$ cat src/rtl/ibex_trace_pkg.sv
// Record type, header bit layout and beat-count helper for the RVFI trace buffer.
// Memory beats exist only when IBEX_TRACE_MEM_EN is defined.
package ibex_trace_pkg;

  localparam int unsigned TraceMaxBeats = 6;

  localparam int unsigned HdrBeatsLsb = 29;
  localparam int unsigned HdrTrapBit  = 28;
  localparam int unsigned HdrIntrBit  = 27;
  localparam int unsigned HdrModeLsb  = 25;
  localparam int unsigned HdrRdLsb    = 20;
  localparam int unsigned HdrHaltBit  = 19;
  localparam int unsigned HdrOvfBit   = 18;
  localparam int unsigned HdrWmaskLsb = 14;
  localparam int unsigned HdrRmaskLsb = 10;
  localparam int unsigned HdrOrderLsb = 0;

  typedef struct packed {
    logic [9:0]  order;
    logic [31:0] insn;
    logic [31:0] pc;
    logic [31:0] rd_wdata;
    logic        trap;
    logic        halt;
    logic        intr;
    logic [1:0]  mode;
    logic [4:0]  rd_addr;
    logic [3:0]  rmask;
    logic [3:0]  wmask;
    logic        ovf;
`ifdef IBEX_TRACE_MEM_EN
    logic [31:0] mem_addr;
    logic [31:0] mem_rdata;
    logic [31:0] mem_wdata;
`endif
  } trace_rec_t;

  function automatic logic [2:0] trace_beats(input trace_rec_t rec);
    logic [2:0] n;
    n = 3'd3;
    if (rec.rd_addr != '0) n = n + 3'd1;
`ifdef IBEX_TRACE_MEM_EN
    if ((rec.rmask | rec.wmask) != '0) n = n + 3'd2;
`endif
    return n;
  endfunction

endpackage

$ cat src/rtl/ibex_trace_serializer.sv
// Packet serialiser: walks the FIFO head record beat by beat over a valid/ready stream.
// Memory beats are emitted only when IBEX_TRACE_MEM_EN is defined.
module ibex_trace_serializer
  import ibex_trace_pkg::*;
(
  input  logic        clk_i,
  input  logic        rst_ni,
  input  logic        i_avail,
  input  logic        i_more,
  input  trace_rec_t  i_rec,
  input  logic        i_ready,
  output logic        o_valid,
  output logic [31:0] o_data,
  output logic        o_last,
  output logic        o_pop
);

  typedef enum logic {
    S_IDLE,
    S_SEND
  } state_e;

  state_e      r_state, w_state_nxt;
  logic [2:0]  r_beat, w_beat_nxt;
  logic [2:0]  w_nbeats;
  logic        w_has_rd;
  logic        w_hs;
  logic [31:0] w_hdr;
  logic [31:0] w_beat_data;
`ifdef IBEX_TRACE_MEM_EN
  logic [2:0]  w_mem_idx;
`endif

  always_ff @(posedge clk_i) begin
    if (!rst_ni) begin
      r_state <= S_IDLE;
      r_beat  <= '0;
    end else begin
      r_state <= w_state_nxt;
      r_beat  <= w_beat_nxt;
    end
  end

  always_comb begin
    w_nbeats = trace_beats(i_rec);
    w_has_rd = (i_rec.rd_addr != '0);
    // Header is offered straight from IDLE so a fresh record costs no extra cycle.
    o_valid  = (r_state == S_SEND) || i_avail;
    w_hs     = o_valid && i_ready;
    o_last   = o_valid && (r_beat == (w_nbeats - 3'd1));
    o_pop    = w_hs && o_last;

    w_state_nxt = r_state;
    w_beat_nxt  = r_beat;
    case (r_state)
      S_IDLE: begin
        if (w_hs) begin
          w_state_nxt = S_SEND;
          w_beat_nxt  = r_beat + 3'd1;
        end
      end
      S_SEND: begin
        if (w_hs) begin
          if (o_last) begin
            w_beat_nxt  = '0;
            w_state_nxt = i_more ? S_SEND : S_IDLE;
          end else begin
            w_beat_nxt  = r_beat + 3'd1;
          end
        end
      end
      default: w_state_nxt = S_IDLE;
    endcase

    w_hdr = '0;
    w_hdr[HdrBeatsLsb +: 3] = w_nbeats - 3'd1;
    w_hdr[HdrTrapBit]       = i_rec.trap;
    w_hdr[HdrIntrBit]       = i_rec.intr;
    w_hdr[HdrModeLsb +: 2]  = i_rec.mode;
    w_hdr[HdrRdLsb +: 5]    = i_rec.rd_addr;
    w_hdr[HdrHaltBit]       = i_rec.halt;
    w_hdr[HdrOvfBit]        = i_rec.ovf;
    w_hdr[HdrWmaskLsb +: 4] = i_rec.wmask;
    w_hdr[HdrRmaskLsb +: 4] = i_rec.rmask;
    w_hdr[HdrOrderLsb +: 10] = i_rec.order;

    w_beat_data = '0;
`ifdef IBEX_TRACE_MEM_EN
    w_mem_idx = r_beat - 3'd3 - {2'b00, w_has_rd};
`endif
    case (r_beat)
      3'd0: w_beat_data = w_hdr;
      3'd1: w_beat_data = i_rec.pc;
      3'd2: w_beat_data = i_rec.insn;
      default: begin
        if (w_has_rd && (r_beat == 3'd3)) begin
          w_beat_data = i_rec.rd_wdata;
        end
`ifdef IBEX_TRACE_MEM_EN
        else if (w_mem_idx == 3'd0) begin
          w_beat_data = i_rec.mem_addr;
        end else if (w_mem_idx == 3'd1) begin
          w_beat_data = (i_rec.wmask != '0) ? i_rec.mem_wdata : i_rec.mem_rdata;
        end
`endif
      end
    endcase

    o_data = o_valid ? w_beat_data : '0;
  end

endmodule

$ cat src/rtl/ibex_rvfi_trace_buffer.sv
// RVFI trace buffer top: record FIFO, overflow flag and saturating drop counter.
// Define IBEX_TRACE_MEM_EN to store memory fields and emit memory beats.
module ibex_rvfi_trace_buffer
  import ibex_trace_pkg::*;
#(
  parameter int unsigned Depth        = 8,
  parameter int unsigned DropCntWidth = 16
) (
  input  logic                    clk_i,
  input  logic                    rst_ni,
  input  logic                    trace_en_i,
  input  logic                    rvfi_valid,
  input  logic [63:0]             rvfi_order,
  input  logic [31:0]             rvfi_insn,
  input  logic [31:0]             rvfi_pc_rdata,
  input  logic [31:0]             rvfi_rd_wdata,
  input  logic                    rvfi_trap,
  input  logic                    rvfi_halt,
  input  logic                    rvfi_intr,
  input  logic [1:0]              rvfi_mode,
  input  logic [4:0]              rvfi_rd_addr,
  input  logic [31:0]             rvfi_mem_addr,
  input  logic [31:0]             rvfi_mem_rdata,
  input  logic [31:0]             rvfi_mem_wdata,
  input  logic [3:0]              rvfi_mem_rmask,
  input  logic [3:0]              rvfi_mem_wmask,
  output logic                    trace_valid_o,
  input  logic                    trace_ready_i,
  output logic [31:0]             trace_data_o,
  output logic                    trace_last_o,
  output logic [DropCntWidth-1:0] drop_cnt_o,
  output logic [$clog2(Depth):0]  fifo_level_o
);

  localparam int unsigned PtrW = $clog2(Depth);
  localparam logic [PtrW:0] LevelFull = (PtrW+1)'(Depth);
  localparam logic [PtrW:0] LevelOne  = (PtrW+1)'(1);

  trace_rec_t              r_mem [Depth];
  logic [PtrW-1:0]         r_wptr, r_rptr;
  logic [PtrW:0]           r_level;
  logic                    r_ovf;
  logic [DropCntWidth-1:0] r_drop_cnt;

  logic       w_try, w_full, w_push, w_pop;
  trace_rec_t w_rec;
  logic       w_unused;

  assign w_try  = trace_en_i && rvfi_valid;
  // Fullness is judged on the registered level, so a same-cycle pop never rescues a push.
  assign w_full = (r_level == LevelFull);
  assign w_push = w_try && !w_full;

  always_comb begin
    w_rec          = '0;
    w_rec.order    = rvfi_order[9:0];
    w_rec.insn     = rvfi_insn;
    w_rec.pc       = rvfi_pc_rdata;
    w_rec.rd_wdata = rvfi_rd_wdata;
    w_rec.trap     = rvfi_trap;
    w_rec.halt     = rvfi_halt;
    w_rec.intr     = rvfi_intr;
    w_rec.mode     = rvfi_mode;
    w_rec.rd_addr  = rvfi_rd_addr;
    w_rec.rmask    = rvfi_mem_rmask;
    w_rec.wmask    = rvfi_mem_wmask;
    w_rec.ovf      = r_ovf;
`ifdef IBEX_TRACE_MEM_EN
    w_rec.mem_addr  = rvfi_mem_addr;
    w_rec.mem_rdata = rvfi_mem_rdata;
    w_rec.mem_wdata = rvfi_mem_wdata;
`endif
  end

`ifdef IBEX_TRACE_MEM_EN
  assign w_unused = ^rvfi_order[63:10];
`else
  assign w_unused = ^{rvfi_order[63:10], rvfi_mem_addr, rvfi_mem_rdata, rvfi_mem_wdata};
`endif

  always_ff @(posedge clk_i) begin
    if (!rst_ni) begin
      r_wptr     <= '0;
      r_rptr     <= '0;
      r_level    <= '0;
      r_ovf      <= 1'b0;
      r_drop_cnt <= '0;
    end else begin
      if (w_push) r_wptr <= r_wptr + 1'b1;
      if (w_pop)  r_rptr <= r_rptr + 1'b1;
      case ({w_push, w_pop})
        2'b10:   r_level <= r_level + 1'b1;
        2'b01:   r_level <= r_level - 1'b1;
        default: r_level <= r_level;
      endcase
      if (w_try && w_full) begin
        r_ovf <= 1'b1;
        if (r_drop_cnt != '1) r_drop_cnt <= r_drop_cnt + 1'b1;
      end else if (w_push) begin
        r_ovf <= 1'b0;
      end
    end
  end

  always_ff @(posedge clk_i) begin
    if (w_push) r_mem[r_wptr] <= w_rec;
  end

  ibex_trace_serializer u_ser (
    .clk_i   (clk_i),
    .rst_ni  (rst_ni),
    .i_avail (r_level != '0),
    .i_more  (r_level > LevelOne),
    .i_rec   (r_mem[r_rptr]),
    .i_ready (trace_ready_i),
    .o_valid (trace_valid_o),
    .o_data  (trace_data_o),
    .o_last  (trace_last_o),
    .o_pop   (w_pop)
  );

  assign drop_cnt_o   = r_drop_cnt;
  assign fifo_level_o = r_level;

endmodule

$ cat config.mk
export PLATFORM = sky130hd
export DESIGN_NAME = ibex_rvfi_trace_buffer
export DESIGN_NICKNAME = d
export VERILOG_FILES = /design/src/rtl/ibex_trace_pkg.sv /design/src/rtl/ibex_trace_serializer.sv /design/src/rtl/ibex_rvfi_trace_buffer.sv
export SDC_FILE = /design/constraint.sdc
export NUM_CORES = 1
export LEC_CHECK = 0
export BUFFER_PORTS_ARGS = -buffer_cell sky130_fd_sc_hd__buf_2
export CAP_MARGIN = 30
export CORE_ASPECT_RATIO = 1.1
export CORE_UTILIZATION = 27
export DETAILED_ROUTE_END_ITERATION = 10
export REMOVE_ABC_BUFFERS = 1
export SLEW_MARGIN = 5
export SYNTH_ARGS = -nofsm -noshare
export SYNTH_HDL_FRONTEND = slang
export SYNTH_HIERARCHICAL = 1
export SYNTH_SLANG_ARGS = --single-unit
$ cat constraint.sdc
create_clock -name clk_i -period 23.8 [get_ports clk_i]
set_input_delay 2.38 -clock clk_i [delete_from_list [all_inputs] [get_ports clk_i]]
set_output_delay 2.38 -clock clk_i [all_outputs]
set_load 0.05 [all_outputs]
Word level (Yosys, flattened, before mapping) --
Memory sizes are Yosys's and may differ from the RTL's. A register that Yosys moved wholly into a read port is not among the register bits. Index checks and enable logic that the tools add are counted.
Storage, ports and cells: RAM bits 1000, logic and storage cells 63, memories 1, register bits 31, bits of input ports 279
Cells by class: magnitude comparators 1, bitwise gates (word level) 1, reduce and logical (&&, ||, !) cells 16, equal/unequal tests 10, $add $sub $neg 7, multiplexer cells 20
Memories:
- r_mem | words 8, width 125, rd ports 1, clocked after memory_dff 1, wr ports 1, RTL line ibex_rvfi_trace_buffer.sv:39 | trace_rec_t r_mem [Depth];
Operator list (count):
- 32-bit case mux with 3 select lines | 1
- 32-bit 2-to-1 mux | 2
- 3-bit 2-to-1 mux | 6
- 16-bit by 1-bit adder with 16-bit output, second input constant | 1
- 16-bit inequality test, second input constant | 1
- 3-bit by 1-bit adder with 3-bit output, second input constant | 3
- 1-bit 2-to-1 mux | 8
- 4-bit case mux with 2 select lines | 1
- 1-bit logical AND | 7
- 3-bit by 2-bit == test with 1-bit output, second input constant | 2
- 3-bit case mux with 2 select lines | 1
- 5-bit nonzero test | 1
- 4-bit by 1-bit adder with 4-bit output, second input constant | 1
- 4-bit == test, second input constant | 1
- 4-bit by 1-bit greater-than comparator with 1-bit output, second input constant | 1
- 2-bit AND reduction | 2
- 2-bit nonzero test | 2
- 4-bit nonzero test | 1
- 4-bit by 1-bit subtractor with 4-bit output, second input constant | 1
- 3-bit by 1-bit == test with 1-bit output, second input constant | 1
- 3-bit == test | 1
- 3-bit logical NOT | 1
- 3-bit by 1-bit subtractor with 3-bit output, second input constant | 1
- 2-bit by 1-bit == test with 1-bit output, second input constant | 1
- other kinds (7) | 7

Longest topological paths before layout --
depth after elaboration 8, mapped depth 14

Hierarchy --
The synthesis kept the hierarchy.
Modules (own cells, without submodules):
- ibex_rvfi_trace_buffer | instances 1, cells each 1620, area an instance 38839.8 µm², sequential area each 30629.4 µm²
- ibex_trace_serializer | instances 1, cells each 189, area an instance 1137.3 µm², sequential area each 80.1 µm²

Least setup slack after synthesis --
Ideal clock, no wire load.
path kind input to register, start point in trace_en_i, end point mem r_mem[0][0] (netlist bit) (enable), data arrival time 14596 ps, path buffers 0, setup slack 8289 ps, required time 22885 ps, setup time 915 ps, cell stages on the path 4, cell sequence nand2_1 nor2_1 inv_1 nor4_1
Between the ends: cells in the longest elaborated chain, start to end 4
Ends and longest elaborated chain:
- from (decl) | RTL line ibex_rvfi_trace_buffer.sv:11 | input logic trace_en_i,
- 1-bit logical AND | RTL line ibex_rvfi_trace_buffer.sv:49 | assign w_try = trace_en_i && rvfi_valid;
- 1-bit logical AND | RTL line ibex_rvfi_trace_buffer.sv:52 | assign w_push = w_try && !w_full;
- 1-bit 2-to-1 mux | RTL line ibex_rvfi_trace_buffer.sv:106 | if (w_push) r_mem[r_wptr] <= w_rec;
- 1-bit 2-to-1 mux (implied by the code) | RTL line ibex_rvfi_trace_buffer.sv:106
- to (decl) | RTL line ibex_rvfi_trace_buffer.sv:39
Every way passes these cells.

==> results.md <==
- Reg power frac: 0.529
- Crit Path Max Fanout: 80
- Final worst-path setup slack: 15.78 ns
- Post-DP Area: 43,400 um2
- Sequential share of the synthesized area: 0.768
- Sw frac: 0.214
- Cells on worst reg2reg path: 13
- Clock power share: 0.428
- Post-DR wirelength/cell: 23.2 um
- Period minus WS final: 8.02 ns
- Outcome: complete, no violations
- CTS Buffer Depth: 3
- Syn. warnings: 6
- Gr usage total: 0.126
- Ports: 333
- Net load switching power: 817 uW
- Via count: 19,000
- Die Height: 406 um
- ANT nets after route: 0
- Initial antenna violation count: 42
- # fillers: 13,900
- Hold_sp: drop_cnt_o[8]$_SDFFE_PN0P_
- Top delay family on crit path: buffers and inverters
- Critical Path RT: 21.42 ns
- Vias in the first global route: 20,200
- Starting density of the core: 0.273
- CTS tree: built
- Crit Path Class: reg -> out
- Area grow syn2layout: 17.5%
- R2R setup slack: ~18 ns
- Max Transition Viols Final: 0
- Hold Path End: drop_cnt_o[8]$_SDFFE_PN0P_
- Tightest Hold Check Type: reg -> reg
- Critical-path top delay cell: dfxtp_4
- Worst reg2reg path endpoint: fifo_level_o[3]$_SDFFE_PN0P_
- Pin count of the biggest net entering global routing: 126
- Final setup fails: 0
- Slew margin rel.: 0.305
- RSZ-0062 raised after global routing: false
- Post-CTS setup buffer count: 0
- Final hold viol count: 0
- Most frequent cell after synthesis: edfxtp_1
- Port Buffers: 182
- Int Pwr: approximately 3 mW
- Slowest stage delay, CP: ~0.82 ns
- First-pass GRT wire length: 136,000 um
- Fin Setup TNS: 0 ns
- GRT overflow: 0
- Fin crit share: 0.337
- Post-CTS Resized: 0
- RePlAce Congestion: between 0.7 and 0.8
- Clock Pin Slew Worst Setup and Hold Paths: 0.06 ns
- Top cells by area, synth: edfxtp_1 (75%), mux4_2 (14%), mux2_2 (3.5%), dfxtp_1 (1.7%), clkbuf_1 (0.64%)
- Crit-path cells: buf_12 -> buf_4 -> mux4_2 -> mux2_2 -> or4_4 -> or3_1 -> a211o_1 -> nor2_1 -> buf_2
- Drt via density: between 4 and 5
- Synthesized area: 40,000 um2
- Top cell type's share of synthesized area: 0.751
- Die ar.: between 100,000 and 150,000 um2
- Crit. End Element: output port
- Gate power share: 0.043
- Fmax: 125 MHz
- Critical path data arrival time: roughly 5.6 ns
- Initial DRC count: 1,429
- Cells on Worst Hold Path: 2
- Post-layout nets: between 2,000 and 2,500
- Layout cell share with drive strength beyond 1: 0.369
- Worst skew pair latency: 0.74 ns
- Non-Filler Instances: 4,078
- CORE AREA: 146,000 um2
- Top post-synthesis cells by count: edfxtp_1 (1,000), mux4_2 (250), mux2_2 (125)
- Design area: 47,000 um2
- WL final: 94,500 um
- Maxcap violations: 0
- Residual DRC count: 0
- Mean Syn Cell Area: 22.1 um2
- Placed cells: approximately 3,900
- Max VDD drop: 67.4 uV
- Least-Margin Pin Slew: between 1 and 1.5 ns
- Critical path startpoint category: register
- Synthesis-stage register bit count: 1,034
- Number of flops mapped to enable cells by yosys: 1,000
- Worst path buffer plus inverter count: 3
- Root buf cell: clkbuf_16
- Die width: 369 um
- Synth cell types: between 50 and 60
- Most used DFF post-synth: edfxtp_1
- Setup Skew: 0.0554 ns
- DR pass1 iterations: 5
- Cells after Synth: 1,809
- Worst slack, placed: ~16 ns
- Top cell type by total area after synthesis: edfxtp_1
- Post-synth ARST share: 0
- # hold bufs at CTS: 0
- Rows: 147
- PwrDens: slightly above 80 nW/um2
- CTS Buf Count: 107
- CTS H-tree lvls: 3
- Post-DP HPWL: about 51,000 um
- Num Clock Sinks: 1,034
- Leak: 14.3 nW
[worst reg2reg max path: cells and delay by family (launching register included)]
family                   cells  cell delay (ns)
flip-flops                   1             0.82
buffers and inverters        2             1.27
adder cells (fa/ha/maj)      1             0.31
multiplexers                 2             0.89
AO/OA/AOI/OAI                2             0.56
AND/OR/NAND/NOR              5             2.01
XOR/XNOR                     1             0.13
[stage by stage]
stage	utilization	hold WS [ns]	power, mW
4_1_cts	0.320	0.516	3.87
6_report	0.321	0.510	3.82
3_3_place_gp	0.296	0.481	2.22
3_5_place_dp	0.297	0.507	2.23
5_1_grt	0.321	0.544	3.95
2_1_floorplan	-	0.485	2.15
[layer usage]
| metal | part of all wire | wire (um) | global-route usage |
|---|---|---|---|
| met1 | 0.41 | 38700 | 0.155 |
| met2 | 0.50 | 46900 | 0.213 |
| met4 | 0.021 | 1990 | 0.0381 |
| met5 | 0.0028 | 262 | 0 |
| met3 | 0.070 | 6630 | 0.0350 |
[state kept, by name, indices dropped and copies added (netlist names), named ones only]
| name | flops |
|---|---|
| u_ser/r_state | 1 |
| fifo_level_o | 4 |
| r_mem | 1000 |
| u_ser/r_beat | 3 |
| r_ovf | 1 |
| r_rptr | 3 |
| r_wptr | 3 |
| drop_cnt_o | 16 |
[worst max path at each step]
stage / end / cells past startpoint / slack (ns) / from
finish: trace_last_o / 9 / 15.78 / register
global route: trace_data_o[13] / 9 / 15.37 / register
CTS: trace_last_o / 9 / 15.20 / register
detailed placement: trace_last_o / 9 / 16.03 / register
global placement: trace_data_o[13] / 9 / 16.12 / register
floorplan: trace_data_o[30] / 6 / 8.12 / register
[power by group through the flow]
stage | Sequential [mW] | Clock, mW | Combinational [mW]
after floorplan | 2.07 | 0 | 0.0804
after global placement | 2.06 | 0 | 0.161
after detailed placement | 2.06 | 0 | 0.168
after CTS | 2.02 | 1.68 | 0.168
after global routing | 2.02 | 1.75 | 0.176
final | 2.02 | 1.64 | 0.165
[cell families (layout without fill, tap and decap cells)]
| logic type | count (synthesis) | after routing | share of synthesized area |
|---|---|---|---|
| AOI/OAI and AO/OA | 113 | 113 | 0.0183 |
| xor gates and xnor gates | 7 | 7 | 0.00153 |
| adders and majority gates | 12 | 12 | 0.00376 |
| buffers and inverters | 107 | 436 | 0.0108 |
| DFF | 1034 | 1034 | 0.768 |
| muxes | 379 | 379 | 0.177 |
| other | 0 | 3 | 0 |
| and+or+nand+nor | 157 | 157 | 0.0204 |
[cell usage in the layout (no fill, tap or decap), drive strengths merged, types with 4 or more instances in the layout]
master,instances
edfxtp,1000
xor2,4
bufinv,11
nand4,6
or3,11
mux2,125
clkbuf,121
mux4,250
nor3,5
nor4,4
nor2,19
dfxtp,34
nand3,39
a22oi,30
a21oi,21
ha,12
inv,17
buf,231
clkinvlp,7
o31ai,5
nand2,44
nand2b,4
clkinv,49
o21ai,16
a31oi,29
mux2i,4
or4,7
[area by class of cell]
| class | instances | area, um2 | area share |
|---|---|---|---|
| inverters | 10 | 37.5 | 0.000799 |
| flip-flops and latches | 1034 | 30700 | 0.654 |
| diodes | 3 | 7.51 | 0.000160 |
| multi-input cells | 668 | 8930 | 0.190 |
| clock inverters | 74 | 736 | 0.0157 |
| clock buffers | 121 | 2730 | 0.0581 |
| repair buffers | 231 | 1390 | 0.0296 |
| well taps | 1937 | 2420 | 0.0516 |
No activity file was read; power rests on OpenSTA's default activity.
